### src/rtl/uart_pkg.sv
// Shared UART receive types: FSM state encoding, common baud divisors and a parity helper.
package uart_pkg;

    typedef enum logic [2:0] {
        IDLE   = 3'd0,
        START  = 3'd1,
        DATA   = 3'd2,
        PARITY = 3'd3,
        STOP   = 3'd4,
        DONE   = 3'd5,
        BREAK  = 3'd6
    } rx_state_e;

    localparam int unsigned CLKS_9600_AT_100M   = 10417;
    localparam int unsigned CLKS_115200_AT_100M = 868;

    // Word is zero-extended by the caller, so unused upper bits do not disturb the result.
    function automatic logic parity9(input logic [8:0] bits);
        return ^bits;
    endfunction

endpackage

### src/rtl/rx_sync2.sv
// Two-flop synchroniser for an asynchronous pin; 2 cycles of latency, no backpressure.
// The reset value is a parameter so idle-high and idle-low pins can both start clean.
module rx_sync2 #(
    parameter logic RST_VAL = 1'b1
) (
    input  logic clk,
    input  logic rst_n,
    input  logic d,
    output logic q
);

    logic meta_q;
    logic sync_q;

    always_ff @(posedge clk or negedge rst_n) begin
        if (!rst_n) begin
            meta_q <= RST_VAL;
            sync_q <= RST_VAL;
        end else begin
            meta_q <= d;
            sync_q <= meta_q;
        end
    end

    assign q = sync_q;

endmodule

### src/rtl/uart_rx_core.sv
// UART frame decoder: start validation, mid-bit sampling, parity/stop checks, one-cycle strobe.
// Strobe lands ~(frame length - half bit + 3) cycles after the falling edge; no backpressure, consumer must take each strobe.
module uart_rx_core
    import uart_pkg::*;
#(
    parameter int unsigned CLKS_PER_BIT = 868,
    parameter int unsigned DATA_BITS    = 8,
    parameter int unsigned PARITY_EN    = 0,
    parameter int unsigned PARITY_ODD   = 0,
    parameter int unsigned STOP_BITS    = 1
) (
    input  logic                 clk,
    input  logic                 rst,
    input  logic                 in_serial_rx,
    output logic                 out_drive_rx,
    output logic [DATA_BITS-1:0] data_rx,
    output logic                 out_frame_err,
    output logic                 out_parity_err,
    output logic                 out_busy
);

    localparam int unsigned CNT_W = $clog2(CLKS_PER_BIT);
    localparam int unsigned IDX_W = $clog2(DATA_BITS);

    localparam logic [CNT_W-1:0] CNT_LAST  = CNT_W'(CLKS_PER_BIT - 1);
    localparam logic [CNT_W-1:0] CNT_HALF  = CNT_W'(CLKS_PER_BIT / 2 - 1);
    localparam logic [IDX_W-1:0] IDX_LAST  = IDX_W'(DATA_BITS - 1);
    localparam logic [IDX_W-1:0] STOP_LAST = IDX_W'(STOP_BITS - 1);
    localparam logic             PAR_ODD   = (PARITY_ODD != 0);

    logic rx_s;

    rx_sync2 #(
        .RST_VAL (1'b1)
    ) u_sync (
        .clk   (clk),
        .rst_n (rst),
        .d     (in_serial_rx),
        .q     (rx_s)
    );

    rx_state_e            state_q,    state_d;
    logic [CNT_W-1:0]     cnt_q,      cnt_d;
    logic [IDX_W-1:0]     idx_q,      idx_d;
    logic [DATA_BITS-1:0] shift_q,    shift_d;
    logic                 perr_q,     perr_d;
    logic                 ferr_q,     ferr_d;
    logic [DATA_BITS-1:0] data_rx_q,  data_rx_d;
    logic                 strobe_q,   strobe_d;
    logic                 out_ferr_q, out_ferr_d;
    logic                 out_perr_q, out_perr_d;

    logic [8:0] shift_ext;
    logic       bit_end;

    assign shift_ext = 9'(shift_q);
    assign bit_end   = (cnt_q == CNT_LAST);

    always_comb begin
        state_d    = state_q;
        cnt_d      = cnt_q;
        idx_d      = idx_q;
        shift_d    = shift_q;
        perr_d     = perr_q;
        ferr_d     = ferr_q;
        data_rx_d  = data_rx_q;
        strobe_d   = 1'b0;
        out_ferr_d = out_ferr_q;
        out_perr_d = out_perr_q;

        unique case (state_q)
            IDLE: begin
                cnt_d = '0;
                if (!rx_s) begin
                    state_d = START;
                end
            end
            START: begin
                // Half-bit offset here puts every later full-period sample at mid-bit.
                if (cnt_q == CNT_HALF) begin
                    cnt_d   = '0;
                    idx_d   = '0;
                    perr_d  = 1'b0;
                    ferr_d  = 1'b0;
                    state_d = rx_s ? IDLE : DATA;
                end else begin
                    cnt_d = cnt_q + 1'b1;
                end
            end
            DATA: begin
                if (bit_end) begin
                    cnt_d   = '0;
                    shift_d = {rx_s, shift_q[DATA_BITS-1:1]};
                    if (idx_q == IDX_LAST) begin
                        idx_d   = '0;
                        state_d = (PARITY_EN != 0) ? PARITY : STOP;
                    end else begin
                        idx_d = idx_q + 1'b1;
                    end
                end else begin
                    cnt_d = cnt_q + 1'b1;
                end
            end
            PARITY: begin
                if (bit_end) begin
                    cnt_d   = '0;
                    perr_d  = ((parity9(shift_ext) ^ rx_s) != PAR_ODD);
                    state_d = STOP;
                end else begin
                    cnt_d = cnt_q + 1'b1;
                end
            end
            STOP: begin
                if (bit_end) begin
                    cnt_d = '0;
                    if (!rx_s) begin
                        ferr_d = 1'b1;
                    end
                    if (idx_q == STOP_LAST) begin
                        idx_d   = '0;
                        state_d = DONE;
                    end else begin
                        idx_d = idx_q + 1'b1;
                    end
                end else begin
                    cnt_d = cnt_q + 1'b1;
                end
            end
            DONE: begin
                strobe_d   = 1'b1;
                data_rx_d  = shift_q;
                out_ferr_d = ferr_q;
                out_perr_d = perr_q;
                state_d    = ferr_q ? BREAK : IDLE;
            end
            BREAK: begin
                // A line stuck low must go high before another start is accepted.
                if (rx_s) begin
                    state_d = IDLE;
                end
            end
            default: begin
                state_d = IDLE;
            end
        endcase
    end

    always_ff @(posedge clk or negedge rst) begin
        if (!rst) begin
            state_q    <= IDLE;
            cnt_q      <= '0;
            idx_q      <= '0;
            shift_q    <= '0;
            perr_q     <= 1'b0;
            ferr_q     <= 1'b0;
            data_rx_q  <= '0;
            strobe_q   <= 1'b0;
            out_ferr_q <= 1'b0;
            out_perr_q <= 1'b0;
        end else begin
            state_q    <= state_d;
            cnt_q      <= cnt_d;
            idx_q      <= idx_d;
            shift_q    <= shift_d;
            perr_q     <= perr_d;
            ferr_q     <= ferr_d;
            data_rx_q  <= data_rx_d;
            strobe_q   <= strobe_d;
            out_ferr_q <= out_ferr_d;
            out_perr_q <= out_perr_d;
        end
    end

    assign out_drive_rx   = strobe_q;
    assign data_rx        = data_rx_q;
    assign out_frame_err  = out_ferr_q;
    assign out_parity_err = out_perr_q;
    assign out_busy       = (state_q != IDLE);

endmodule
### config.mk
export PLATFORM = sky130hd
export DESIGN_NAME = uart_rx_core
export DESIGN_NICKNAME = d
export VERILOG_FILES = /design/src/rtl/uart_pkg.sv /design/src/rtl/rx_sync2.sv /design/src/rtl/uart_rx_core.sv
export SDC_FILE = /design/constraint.sdc
export NUM_CORES = 1
export LEC_CHECK = 0
export CORE_ASPECT_RATIO = 1.4
export CORE_MARGIN = 2
export CORE_UTILIZATION = 32
export DETAILED_ROUTE_END_ITERATION = 6
export HOLD_SLACK_MARGIN = 0.06
export SLEW_MARGIN = 20
export SYNTH_ARGS = -nofsm -noshare
export SYNTH_HDL_FRONTEND = slang
export SYNTH_HIERARCHICAL = 1
export SYNTH_SLANG_ARGS = --single-unit
### constraint.sdc
create_clock -name clk -period 3.56 [get_ports clk]
set_input_delay 0.356 -clock clk [delete_from_list [all_inputs] [get_ports clk]]
set_output_delay 0.356 -clock clk [all_outputs]
set_load 0.05 [all_outputs]
==> results of run 1 <==
-- logic make-up (layout without fill, tap and decap cells) --
kind of cell	count (synthesis)	count (layout)
simple gates	80	80
xor+xnor	9	9
compound gates	29	29
flops	39	39
fa+ha+maj	5	5
buf+inv	14	29
mux	15	15
-- placed cells by master (no fill, tap or decap), drive strengths merged, types with 6 or more instances in the layout --
cell,n
a21oi,10
clkbuf,7
clkdlybuf4s50,13
dfrtp,37
inv,7
mux2,12
nand2,42
nand2b,6
nand3,6
nor2,6
o21ai,6
xnor2,7
-- per-layer routing --
metal | share of wire (%) | GRT usage (%)
met1 | 46 | 13.2
met2 | 49 | 20.2
met3 | 3.2 | 3.11
met4 | 1.8 | 5.45
met5 | 0 | 0
-- through the flow --
stage	utilization [%]	instances	hold WS [ps]	instance area, sq um	worst slack [ps]
3_3_place_gp	36.6	268	346	2140	1300
6_report	37.9	276	179	2220	1270
4_1_cts	37.9	276	225	2220	1240
3_5_place_dp	36.6	268	349	2140	1250
5_1_grt	37.9	276	250	2220	1110
2_1_floorplan	-	191	60.4	1950	1510
-- final timing paths --
path | from | endpoint | slack [ps] | depth (start not counted)
worst max-delay path | cnt_q[1]$_DFFE_PN0P_ | state_q[0]$_DFFE_PN0P_ | 1270 | 7
worst min-delay path | rst | data_rx[4]$_DFFE_PN0N_ | 180 | 1
worst max register to register | cnt_q[1]$_DFFE_PN0P_ | state_q[0]$_DFFE_PN0P_ | 1270 | 7
worst min register to register | u_sync/meta_q$_DFF_PN1_ | u_sync/q$_DFF_PN1_ | 360 | 0
max in group asynchronous | rst | cnt_q[8]$_DFFE_PN0P_ | 2810 | 1
min in group clk | u_sync/meta_q$_DFF_PN1_ | u_sync/q$_DFF_PN1_ | 360 | 0
-- state kept, by name, summed over array words and instances, names as in the netlist --
name	cells
cnt_q	10
data_rx	8
shift_q	8
idx_q	3
state_q	3
ferr_q	1
out_drive_rx	1
out_frame_err	1
out_parity_err	1
perr_q	1
u_sync/meta_q	1
u_sync/q	1
-- worst register-to-register path, stage by stage (launching register included) --
cell and delay [ps]:
dfrtp_1 410, inv_1 80, ha_1 120, or4b_1 450
nor3_2 210, o2bb2ai_2 240, nor3_2 320, mux2_2 360
-- power by group --
part,total (mW),switching (mW),internal [mW]
clock network,0.287,0.150,0.138
registers,0.446,0.00127,0.445
logic,0.0122,0.00932,0.00289
total,0.745,0.160,0.585
-- cell type report --
| class | instances | area (sq um) |
|---|---|---|
| clock inverters | 1 | 5.00 |
| fillers | 591 | 3640 |
| multi-input cells | 138 | 916 |
| inverters | 7 | 26.3 |
| flip-flops and latches | 39 | 978 |
| well taps | 70 | 87.6 |
| clock buffers | 7 | 76.3 |
| repair buffers | 14 | 135 |
==> out/metrics.yaml, run 1 <==
outcome: "finished clean"
start_util_pct: 33.3
synth_fa_ha_area_share_pct: 3.20
overflow: 0
synth_compound_area_share_pct: 9.80
drtIter0Drc: 93
synth_nets: 199
routabilityCongestion: 0.753
diodes: 0
ir_drop_mv: 0.120
cpMostUsedCell: "nor3_2"
viasPerCell: 5.00
holdBufCountCts: 0
synth_area_sq_um: 1950
grt_pass1_vias: 1370
synth_commonest_cells: "nand2_1 (42), dfrtp_1 (37), mux2_2 (11), a21oi_1 (10)"
end_kind: "flip-flop"
crit_slowest_cell: "or4b_1"
die_x_um: 70.1
first_pass_iters: 4
path_buf_inv: 1
crit_family: "simple AND/OR/NAND/NOR gates"
htreeDepth: 2
route.antenna.remaining_nets: 0
crit_required_ps: 3730
io_pins: 15
grt_first_pass_wirelength_um: 6200
tns_ps: 0
setup_violations: 0
synth-xor-area-share_pct: 4.03
total_power_mw: 0.745
cts-root-buf: "clkbuf_8"
critPathMaxFanout: 17
cts_buffers: 5
maxCapViolations: 0
synthArstFlopShare_pct: 100
netlist_instances: 191
synth-seq-cells: 39
coreArea_sq_um: 5860
clk_pin_slew_ps: 70
tritoncts: "built"
portBuffers: 14
synth_top_family_by_area: "simple AND/OR/NAND/NOR gates"
hpwl_um: 2350
grt_usage_pct: 11.5
synth_ff_type: "dfrtp_1"
hold_class: "in2async"
power.leakage_nw: 1.07
crit_path_cell_trace: "inv_1 > ha_1 > or4b_1 > nor3_2 > o2bb2ai_2 > nor3_2 > mux2_2"
fmaxAchievable_ghz: 0.436
post-route-drc-count: 0
muxShareOfSynthArea_pct: 8.64
cts_resized: 0
post_drt_wl_per_cell_um: 12.6
synthTopCellsByArea: "dfrtp_1 (47%), nand2_1 (8.1%), mux2_2 (6.3%)"
nNetsFinal: 213
post-synth-top-area-cell: "dfrtp_1"
synth_top_area_share_pct: 47.4
critical_path_class: "reg2reg"
fp-row-count: 33
rsz0062_at_grt: "no"
clk_path_buf_depth: 2
routed_wl_um: 3470
post_cts_buffers: 0
ys_warn_count: 6
worstPathArrival_ps: 2460
hold_viol: 0
drive_gt1_share_pct: 14.6
dieArea_sq_um: 6760
synthMostInstantiatedCell: "nand2_1"
syn_avg_cell_area_sq_um: 10.2
synth_edf_count: 0
ys_types: 35
synth_simple_gate_area_share_pct: 21.2
clkLatencyLatePin_ps: 290
worstSetupStartpointType: "flip-flop"
synth_seq_area_share_pct: 50.1
cts.sinks: 39
fin_crit_ps: 2290
worst_pin_slew_ps: 1010
cpPeakStageDelay_ps: 450
via_count: 1381
relSlewSlack_pct: 32.3
skew_ps: 11.0
p_per_area_nw_per_um2: 335
slew_violations: 0
grt_max_degree: 40
syn_to_final_growth_pct: 13.8
antenna_found_initial: 0
period_share_pct: 64.4
die_h_um: 96.5
Note: power is estimated with default switching activity, not from simulation.
==> run 2: changes to the inputs <==
clock period = 2.1 ns   (was 3.56 ns; I/O delays follow)
==> out/metrics.yaml, run 2 (synthesis gave the netlist of run 1 again) <==
cts-root-buf: "clkbuf_8"
crit_family: "simple AND/OR/NAND/NOR gates"
critical_path_class: "reg2reg"
start_util_pct: 33.3
hold_viol: 0
dieArea_sq_um: 6760
overflow: 0
grt_pass1_vias: 1365
ir_drop_mv: 0.220
cpPeakStageDelay_ps: 460
route.antenna.remaining_nets: 0
relSlewSlack_pct: 63.0
setup_violations: 0
fmaxAchievable_ghz: 0.481
clkLatencyLatePin_ps: 300
total_power_mw: 1.43
post-route-drc-count: 0
maxCapViolations: 0
end_kind: "flip-flop"
antenna_found_initial: 0
tritoncts: "built"
final_core_util_pct: 41.8
nNetsFinal: 231
largest_reg_flops: 10
crit_path_cell_trace: "inv_2 > ha_1 > or4b_4 > nor3_4 > o2bb2ai_4 > nor3_4 > mux2_4"
die_x_um: 70.1
cts_buffers: 5
die_h_um: 96.5
post-place-ws_ps: -14.4
hpwl_um: 2750
skew_ps: 9.76
grt_max_degree: 26
rsz0062_at_grt: "yes"
routabilityCongestion: 0.845
grt_first_pass_wirelength_um: 6350
viasPerCell: 4.83
post_drt_wl_per_cell_um: 12.9
layout_commonest_cell: "nand2_1"
first_pass_iters: 4
clk_path_buf_depth: 2
cts.sinks: 39
worst_pin_slew_ps: 555
power.leakage_nw: 1.19
crit_required_ps: 2280
layout_common_cells: "nand2_1 (42), dfrtp_1 (37), buf_4 (17), clkdlybuf4s50_1 (13), a21oi_1 (10)"
top_register: "cnt_q"
fp-row-count: 33
p_per_area_nw_per_um2: 584
htreeDepth: 2
critPathMaxFanout: 3
fin_crit_ps: 2080
period_share_pct: 98.9
cpMostUsedCell: "nor3_4"
hold_class: "in2reg"
routed_wl_um: 3800
drive_gt1_share_pct: 23.7
syn_to_final_growth_pct: 25.4
clk_pin_slew_ps: 80
setup_ws_ps: 22.4
portBuffers: 14
coreArea_sq_um: 5860
crit_slowest_cell: "or4b_4"
outcome: "finished clean"
grt_usage_pct: 11.9
io_pins: 15
diodes: 0
path_buf_inv: 1
via_count: 1420
worstSetupStartpointType: "flip-flop"
worstPathArrival_ps: 2260
drtIter0Drc: 114
slew_violations: 0
==> run 2: changes by cell type in the layout (fill, tap and decap cells not counted), sizes merged <==
cell / change
clkbuf: -2
dlygate4sd3: +1
buf: +17
inv: +1
bufinv: +1
==> run 2: worst reg2reg max path, stage by stage (launching register included) <==
cell,delay [ps]
dfrtp_1,390
inv_2,60
ha_1,120
or4b_4,460
nor3_4,290
o2bb2ai_4,100
nor3_4,220
mux2_4,330
==> run 2: repair_timing <==
action,CTS,global route
hold endpoints to repair,21,0
setup buffers,0,1
endpoints found under the setup margin,3,4
gates resized for setup,2,8
pin swaps,0,3
hold buffers,1,0
gates cloned,0,0
==> run 2: metrics by stage <==
| step | hold WS (ps) | setup TNS, ps | instance area (sq um) | instances |
|---|---|---|---|---|
| floorplan | -85.6 | 0 | 1950 | 191 |
| finish | 322 | 0 | 2450 | 294 |
| detailed placement | 237 | -35.5 | 2260 | 284 |
| global route | 330 | -360 | 2450 | 294 |
| global placement | 234 | 0 | 2260 | 284 |
| CTS | 316 | 0 | 2400 | 293 |
==> run 2: final timing paths <==
check / slack (ps) / endpoint / start / cells after the start
setup / recovery: 20 / state_q[2]$_DFFE_PN0P_ / cnt_q[1]$_DFFE_PN0P_ / 7
hold / removal: 320 / u_sync/meta_q$_DFF_PN1_ / in_serial_rx / 1
setup reg to reg: 20 / state_q[2]$_DFFE_PN0P_ / cnt_q[1]$_DFFE_PN0P_ / 7
hold reg to reg: 360 / u_sync/q$_DFF_PN1_ / u_sync/meta_q$_DFF_PN1_ / 0
max in group asynchronous: 1130 / state_q[2]$_DFFE_PN0P_ / rst / 3
min in group asynchronous: 430 / data_rx[3]$_DFFE_PN0N_ / rst / 2
==> run 2: metal layers <==
metal	up-vias	part of all wire (%)	GRT usage (%)
met1	687	43	13.2
met5	-	0	0
met2	13	53	21.8
met4	0	1.9	5.29
li1	714	-	-
met3	6	2.1	2.80
==> run 2: report_power, final <==
| part | internal (mW) | switching, mW | leakage, nW |
|---|---|---|---|
| clock network | 0.360 | 0.291 | 0.0587 |
| registers | 0.754 | 0.00188 | 0.523 |
| logic | 0.00854 | 0.0170 | 0.608 |
| total | 1.12 | 0.310 | 1.19 |
==> run 2: cell type report <==
cell class / count / area, sq um
fillers: 571 / 3410
flip-flops and latches: 39 / 978
multi-input cells: 138 / 970
repair buffers: 32 / 273
well taps: 70 / 87.6
clock buffers: 5 / 68.8
clock inverters: 3 / 47.5
inverters: 7 / 26.3
==> run 3: changes to the inputs <==
CELL_PAD_IN_SITES_DETAIL_PLACEMENT = 0   (was unset)
CELL_PAD_IN_SITES_GLOBAL_PLACEMENT = 1   (was unset)
PLACE_DENSITY_LB_ADDON = 0.1   (was unset)
==> out/metrics.yaml, run 3 (synthesis gave the netlist of run 1 again) <==
dieArea_sq_um: 6760
maxCapViolations: 0
routabilityCongestion: 0.793
htreeDepth: 2
drtIter0Drc: 49
rr_endpoint: "idx_q[2]$_DFFE_PN0P_"
cts_buffers: 5
coreArea_sq_um: 5860
diodes: 0
post_drt_wl_per_cell_um: 13.8
period_share_pct: 96.5
grt_first_pass_wirelength_um: 7010
clk_path_buf_depth: 2
hold_class: "in2async"
fin_crit_ps: 2030
worst_pin_slew_ps: 863
overflow: 0
largest_reg_flops: 10
slew_violations: 0
syn_to_final_growth_pct: 22.7
portBuffers: 14
endpoint: "idx_q[2]$_DFFE_PN0P_"
io_pins: 15
setup_violations: 0
post-route-drc-count: 0
clk_pin_slew_ps: 80
hold_viol: 0
die_x_um: 70.1
tns_ps: 0
holdBufCountCts: 0
timing.rr.start: "cnt_q[1]$_DFFE_PN0P_"
rsz0062_at_grt: "yes"
route.antenna.remaining_nets: 0
critPathMaxFanout: 3
worstSetupStartpointType: "flip-flop"
tritoncts: "built"
power.leakage_nw: 1.16
layout_common_cells: "nand2_1 (42), dfrtp_1 (37), buf_4 (16), clkdlybuf4s50_1 (12), mux2_2 (11)"
hpwl_um: 2920
p_per_area_nw_per_um2: 582
worstPathArrival_ps: 2190
viasPerCell: 5.05
clkLatencyLatePin_ps: 290
cts.sinks: 39
worstRegToRegCells: 7
crit_slowest_cell: "or4b_4"
first_pass_iters: 5
total_power_mw: 1.40
relSlewSlack_pct: 42.5
critical_path_class: "reg2reg"
grt_max_degree: 40
start_util_pct: 33.3
grt_pass1_vias: 1473
nNetsFinal: 229
crit_required_ps: 2270
die_h_um: 96.5
antenna_found_initial: 0
ir_drop_mv: 0.314
r2r_slack_ps: 70
routed_wl_um: 4020
grt_usage_pct: 13.2
via_count: 1475
drive_gt1_share_pct: 22.1
cpPeakStageDelay_ps: 470
layout_commonest_cell: "nand2_1"
end_kind: "flip-flop"
crit_start: "cnt_q[1]$_DFFE_PN0P_"
cts-root-buf: "clkbuf_8"
fp-row-count: 33
outcome: "finished clean"
fmaxAchievable_ghz: 0.494
skew_ps: 12.3
top_register: "cnt_q"
crit_path_cell_trace: "inv_1 > ha_1 > or4b_4 > nor3_4 > o2bb2ai_2 > a31o_4 > mux2_4"
[run 3: cell count changes in the layout (fill, tap and decap cells not counted), sizes merged]
cell	change
clkdlybuf4s50	-1
inv	-1
clkinvlp	+1
dlygate4sd3	-1
clkinv	-1
clkbuf	+1
buf	-1
dlymetal6s2s	+1
[run 3: where the power goes]
part / total [mW] / switching (mW) / leakage (nW) / internal [mW]
Combinational: 0.0204 / 0.0155 / 0.588 / 0.00490
Sequential: 0.756 / 0.00208 / 0.523 / 0.754
Clock: 0.620 / 0.266 / 0.0514 / 0.355
[run 3: metal layers]
metal | global-route usage, % | vias to the layer above | wire (um) | share of wire, %
met3 | 2.39 | 4 | 136 | 3.4
met4 | 6.09 | 0 | 47 | 1.2
met5 | 0 | - | 0 | 0
met2 | 23.3 | 27 | 2100 | 52
li1 | - | 716 | - | -
met1 | 15.5 | 728 | 1740 | 43
[run 3: layout make-up]
| class | instances | area (sq um) |
|---|---|---|
| Timing Repair Buffer | 30 | 258 |
| Multi-Input combinational cell | 138 | 938 |
| Clock buffer | 6 | 72.6 |
| Tap cell | 70 | 87.6 |
| Fill cell | 593 | 3460 |
| Sequential cell | 39 | 978 |
| Clock inverter | 2 | 37.5 |
| Inverter | 7 | 26.3 |
[run 3: critical path: cells and delay by family (launching register included)]
kind / cells / cell delay (ps)
muxes: 1 / 300
buffers and inverters: 1 / 80
adders and majority gates: 1 / 140
DFF: 1 / 380
and+or+nand+nor: 2 / 670
AOI/OAI and AO/OA: 2 / 350
[run 3: worst min path at each step]
stage,endpoint,slack [ps],cells past startpoint
final,out_drive_rx$_DFF_PN0_,30,1
after CTS,out_drive_rx$_DFF_PN0_,70,1
after global placement,u_sync/q$_DFF_PN1_,350,0
after detailed placement,u_sync/q$_DFF_PN1_,350,0
after floorplan,cnt_q[0]$_DFFE_PN0P_,-90,0
after global routing,data_rx[0]$_DFFE_PN0N_,100,1
[run 3: repair_timing]
action / in CTS / in global routing
endpoints found under the setup margin: 3 / 5
pin swaps: 1 / 0
resized for setup: 0 / 5
buffers inserted: 0 / 1
[run 3: metrics by stage]
stage                     instances  hold slack [ps]  worst slack [ps]  util, %  cell area, sq um
after floorplan                 191            -85.6              45.4        -              1950
after global placement          283              348              45.8     38.5              2260
after detailed placement        283              350             -17.9     38.5              2260
after CTS                       291             65.8              16.2     40.4              2370
after global routing            292             98.3             -41.4     40.9              2400
final                           292             25.4              74.1     40.9              2400
